### src/rtl/entropy_word_dispenser.sv
// entropy_word_dispenser
// Consumer side of the audio-entropy pool. Counts rising edges of the AC97
// sample strobe, and once the whole pool has been refreshed it snapshots the
// pool and serves it as WORD_WIDTH-bit words over a valid/ready handshake,
// least-significant word first. A snapshot is never served twice.
//
// Optional build macro: ENTROPY_HEALTH_EN
//   When defined, each snapshot is health-checked (all-zeros, all-ones or a
//   repeat of the previous accepted snapshot are rejected) and health_fail
//   pulses for one cycle on rejection. When undefined, health_fail is tied 0.
//
// state      | meaning
// -----------+-----------------------------------------------------------
// WAIT_FRESH | waiting for REFRESH_BITS fresh sample edges (starved=1)
// SNAPSHOT   | one-cycle capture of the pool into the shadow register
// SERVE      | presenting shadow words to the consumer (word_valid=1)

module entropy_word_dispenser #(
  parameter int POOL_WIDTH   = 256,
  parameter int WORD_WIDTH   = 32,
  parameter int REFRESH_BITS = 256
) (
  input  logic                                  clock,
  input  logic                                  reset,
  input  logic [POOL_WIDTH-1:0]                 pool,
  input  logic                                  sample_ready,
  input  logic                                  word_ready,
  output logic [WORD_WIDTH-1:0]                 word,
  output logic                                  word_valid,
  output logic [$clog2(POOL_WIDTH/WORD_WIDTH):0] words_left,
  output logic                                  starved,
  output logic                                  health_fail
);

  localparam int NUM_WORDS = POOL_WIDTH / WORD_WIDTH;
  localparam int LEFT_W    = $clog2(NUM_WORDS) + 1;

  localparam logic [15:0]       REFRESH_MAX = 16'(REFRESH_BITS);
  localparam logic [LEFT_W-1:0] WORDS_FULL  = LEFT_W'(NUM_WORDS);
  localparam logic [LEFT_W-1:0] WORDS_ONE   = LEFT_W'(1);

  typedef enum logic [1:0] {
    WAIT_FRESH = 2'd0,
    SNAPSHOT   = 2'd1,
    SERVE      = 2'd2
  } state_t;

  state_t                  state;
  state_t                  state_next;
  logic                    prev_sample;
  logic                    sample_edge;
  logic [15:0]             fresh_cnt;
  logic                    fresh_full;
  logic [POOL_WIDTH-1:0]   shadow;
  logic                    accept;
  logic                    last_word;
  logic                    snap_ok;
  logic                    snap_take;

  assign sample_edge = sample_ready & ~prev_sample;
  assign fresh_full  = (fresh_cnt == REFRESH_MAX);
  assign accept      = (state == SERVE) & word_ready;
  assign last_word   = (words_left == WORDS_ONE);
  assign snap_take   = (state == SNAPSHOT) & snap_ok;

`ifdef ENTROPY_HEALTH_EN
  logic [POOL_WIDTH-1:0] last_snap;

  // A degenerate or repeated pool means the source is stuck; refuse it.
  assign snap_ok = (pool != '0) && (pool != '1) && (pool != last_snap);

  // Remember the last accepted snapshot for the repeat check.
  always_ff @(posedge clock) begin
    if (reset) begin
      last_snap <= '0;
    end else if (snap_take) begin
      last_snap <= pool;
    end
  end

  // Registered one-cycle pulse raised by a rejected snapshot.
  always_ff @(posedge clock) begin
    if (reset) begin
      health_fail <= 1'b0;
    end else begin
      health_fail <= (state == SNAPSHOT) & ~snap_ok;
    end
  end
`else
  assign snap_ok     = 1'b1;
  assign health_fail = 1'b0;
`endif

  // State register.
  always_ff @(posedge clock) begin
    if (reset) begin
      state <= WAIT_FRESH;
    end else begin
      state <= state_next;
    end
  end

  // Next-state decode and handshake outputs. A back-to-back refresh goes
  // straight from the last accepted word into SNAPSHOT, so word_valid is
  // low only for that single capture cycle.
  always_comb begin
    state_next = state;
    word_valid = 1'b0;
    starved    = 1'b0;
    case (state)
      WAIT_FRESH: begin
        starved = 1'b1;
        if (fresh_full) begin
          state_next = SNAPSHOT;
        end
      end
      SNAPSHOT: begin
        state_next = snap_ok ? SERVE : WAIT_FRESH;
      end
      SERVE: begin
        word_valid = 1'b1;
        if (word_ready && last_word) begin
          state_next = fresh_full ? SNAPSHOT : WAIT_FRESH;
        end
      end
      default: begin
        state_next = WAIT_FRESH;
      end
    endcase
  end

  // Sample strobe edge detector; a strobe already high at reset release
  // counts as an edge because prev_sample comes out of reset low.
  always_ff @(posedge clock) begin
    if (reset) begin
      prev_sample <= 1'b0;
    end else begin
      prev_sample <= sample_ready;
    end
  end

  // Fresh-bit counter: saturating, cleared by the capture cycle but still
  // crediting an edge that lands in that same cycle.
  always_ff @(posedge clock) begin
    if (reset) begin
      fresh_cnt <= '0;
    end else if (state == SNAPSHOT) begin
      fresh_cnt <= {15'd0, sample_edge};
    end else if (sample_edge && !fresh_full) begin
      fresh_cnt <= fresh_cnt + 16'd1;
    end
  end

  // Shadow copy of the pool and its remaining-word count; words leave from
  // the bottom and the vacated top is zero-filled.
  always_ff @(posedge clock) begin
    if (reset) begin
      shadow     <= '0;
      words_left <= '0;
    end else if (snap_take) begin
      shadow     <= pool;
      words_left <= WORDS_FULL;
    end else if (accept) begin
      shadow     <= shadow >> WORD_WIDTH;
      words_left <= words_left - WORDS_ONE;
    end
  end

  assign word = word_valid ? shadow[WORD_WIDTH-1:0] : '0;

endmodule

### config.mk
export PLATFORM = sky130hd
export DESIGN_NAME = entropy_word_dispenser
export DESIGN_NICKNAME = d
export VERILOG_FILES = /design/src/rtl/entropy_word_dispenser.sv
export SDC_FILE = /design/constraint.sdc
export NUM_CORES = 1
export LEC_CHECK = 0
export CAP_MARGIN = 40
export CORE_ASPECT_RATIO = 1.2
export CORE_MARGIN = 2
export CORE_UTILIZATION = 40
export CTS_BUF_LIST = sky130_fd_sc_hd__clkbuf_2 sky130_fd_sc_hd__clkbuf_4 sky130_fd_sc_hd__clkbuf_8
export DETAILED_ROUTE_END_ITERATION = 12
export MAX_ROUTING_LAYER = met4
export PLACE_DENSITY = 0.62
export SLEW_MARGIN = 20
export SYNTH_ARGS = -nofsm -noshare
export SYNTH_HDL_FRONTEND = slang
export SYNTH_SLANG_ARGS = --single-unit
### constraint.sdc
create_clock -name clock -period 1.7 [get_ports clock]
set_input_delay 0.17 -clock clock [delete_from_list [all_inputs] [get_ports clock]]
set_output_delay 0.17 -clock clock [all_outputs]
set_load 0.05 [all_outputs]
==> impl_metrics.toml <==
[timing]
maxSlewViolCount = 0
hold_slack_ns = 0.188
period_share_pct = 113
final.setup.tns_ns = -13.67
fin_crit_ns = 1.92
rsz0062_at_grt = "yes"
fmax_mhz = 521
skew_ns = 0.0255
finalSetupViolCount = 194
hold_violations = 0
setup_ws_ns = -0.221

[logic_synthesis]
synth_ff_type = "dfxtp_1"
netlist_instances = 1526
synth_fp_nets = 1790
synthArstFlopShare_pct = 0
syn_area_um2 = 12600
yosysWarnings = 0
ys_seq_area_share_pct = 44.3
synthMuxAreaShare_pct = 0.159
synth-simple-area-share_pct = 25.5
synth_cell_types = 37
synth_compound_area_share_pct = 23.0
synth_edf_count = 0
synth_top_family_by_area = "simple AND/OR/NAND/NOR gates"
avgSynthCellArea_um2 = 8.27
synth-seq-cells = 279
yosys.area_share.adder_pct = 0.397
synth-xor-area-share_pct = 0.555

[flow_run]
drv_cap = 0

[power]
vdd_ir_drop_max_v = 0.000446
leakagePower_nw = 6.79
p_per_area_nw_per_um2 = 640

[floorplan]
rows = 71
coreArea_um2 = 31200
dieHeight_um = 199
start_util_pct = 40.5
die_area_um2 = 33000
die_w_um = 166
io_pins = 299

[setup_path]
r2r_start = "state[1]"
crit_required_ns = 1.53
worstSetupStartpoint = "state[0]"
arrival_ns = 1.75
start_kind = "flop"
worstSetupPathType = "reg2out"
path_max_fanout = 5
end_kind = "primary output"

[detailed_routing]
drt_iter0_drc = 769
wl_per_cell_um = 18.1
firstDrtPassIters = 5
drtAntennaViolNets = 0
drc = 0
wl_um = 42600
vias_per_cell = 5.32
vias = 12500

[clock_network]
htreeDepth = 2
path_clk_slew_ns = 0.06
clockBufferDepth = 3
cts_buffers = 45
clock-root-buffer = "clkbuf_8"
clk_latency_ns = 0.55
cts_sinks = 279
cts_tree = "yes"

[placed_design]
gp_congestion = 0.777
hpwl_um = 25300
port-buffer-count = 297

[final_layout]
nNetsFinal = 2181
antenna_cells = 0
layout_common_cells = "nand2_1 (452), dfxtp_1 (277), clkdlybuf4s50_1 (258)"
num-fill-cells = 2461
syn_to_final_growth_pct = 65.5
final_layout_size_suffix_gt1_share_pct = 32.3
final_common_cell = "nand2_1"

[global_routing]
overflow = 0
grt_pass1_vias = 11200
grt_max_degree = 70
grt_usage_pct = 21.6
grt_pass1_wl_um = 57300
antenna_found_initial = 0

[outcome]
outcome = "complete, but fails checks"
violations = "negative setup slack"

[worst_hold_path]
min_from = "pool[189]"
hold_class = "in2reg"
==> stage by stage <==
stage	total power, mW	instances	area, um^2	util, %	worst slack [ns]
after global placement	7.53	2177	16900	54.2	-0.0753
final	13.4	2348	20900	66.9	-0.221
after global routing	13.8	2348	20900	66.9	-0.283
after detailed placement	7.53	2177	16900	54.2	-0.129
after CTS	13.4	2271	18200	58.5	-0.243
after floorplan	6.84	1526	12600	-	0.0232
==> metal layers <==
metal	global-route usage, %	vias up	routed length (um)	share of wire (%)
met4	4.70	0	866	2.0
met5	-	-	0	0
met1	26.8	5940	18100	42
li1	-	6117	-	-
met2	36.1	369	21200	50
met3	4.81	62	2410	5.7
==> layout make-up <==
type	count	area (um^2)	share of cell area [%]
Multi-Input combinational cell	1095	7450	35.7
Timing Repair Buffer	487	6380	30.6
Sequential cell	279	5590	26.8
Clock buffer	73	898	4.30
Tap cell	401	502	2.40
Inverter	9	33.8	0.162
Clock inverter	4	20.0	0.0959
==> critical path, stage by stage (launching register included) <==
cell and delay (ns):
dfxtp_2 0.33, buf_6 0.12, nor2b_4 0.12, buf_6 0.13, buf_12 0.12, buf_16 0.12, and2_4 0.15, buf_12 0.13
==> state kept, by name, summed over array words and instances (netlist names) <==
signal       count
state            2
shadow         256
fresh_cnt       16
prev_sample      1
words_left       4
==> power breakdown <==
part	leakage, nW	internal [mW]	total [mW]	switching, mW
Sequential	2.25	6.54	6.54	0.00340
Combinational	4.04	0.575	0.856	0.282
Clock	0.496	3.32	5.96	2.64
Total	6.79	10.4	13.4	2.92
==> final timing paths <==
kind	end	slack (ns)	depth (start not counted)
hold / removal	shadow[189]	0.19	3
setup reg to reg	shadow[209]	-0.14	9
hold reg to reg	shadow[112]	0.48	2
setup / recovery	word[11]	-0.22	7
==> kinds of logic after synthesis <==
logic type,after synthesis
compound gates,280
xor+xnor,8
fa+ha+maj,4
buf+inv,152
flops,279
mux,2
other cells,1
simple gates,800
==> synth_stat cells (3+ instances only) <==
master,n,share of area [%]
or3_1,8,0.40
nor4b_1,3,0.21
dfxtp_1,279,44
o21ai_0,8,0.32
a22oi_1,32,1.9
nor2b_1,4,0.20
buf_6,3,0.27
nand2_1,454,14
a311oi_1,136,9.4
a21oi_1,11,0.44
nand4_1,7,0.35
nand3_1,8,0.32
xnor2_1,3,0.21
xor2_1,5,0.35
a311oi_2,90,11
and2_1,33,1.6
nand2b_1,3,0.15
ha_1,4,0.40
buf_4,22,1.3
clkbuf_1,41,1.2
inv_1,9,0.27
buf_2,77,3.1
nor2_1,269,8.0
==> what timing repair did <==
action                                  4_1_cts  5_1_grt
endpoints found under the setup margin       37      268
hold endpoints to repair                      2        0
buffers inserted                             15       41
hold buffers                                  1        0
cloned                                        3       43
gates resized for setup                      68      336
pin swaps                                    28      149
Power figures use the tool's default switching activity.
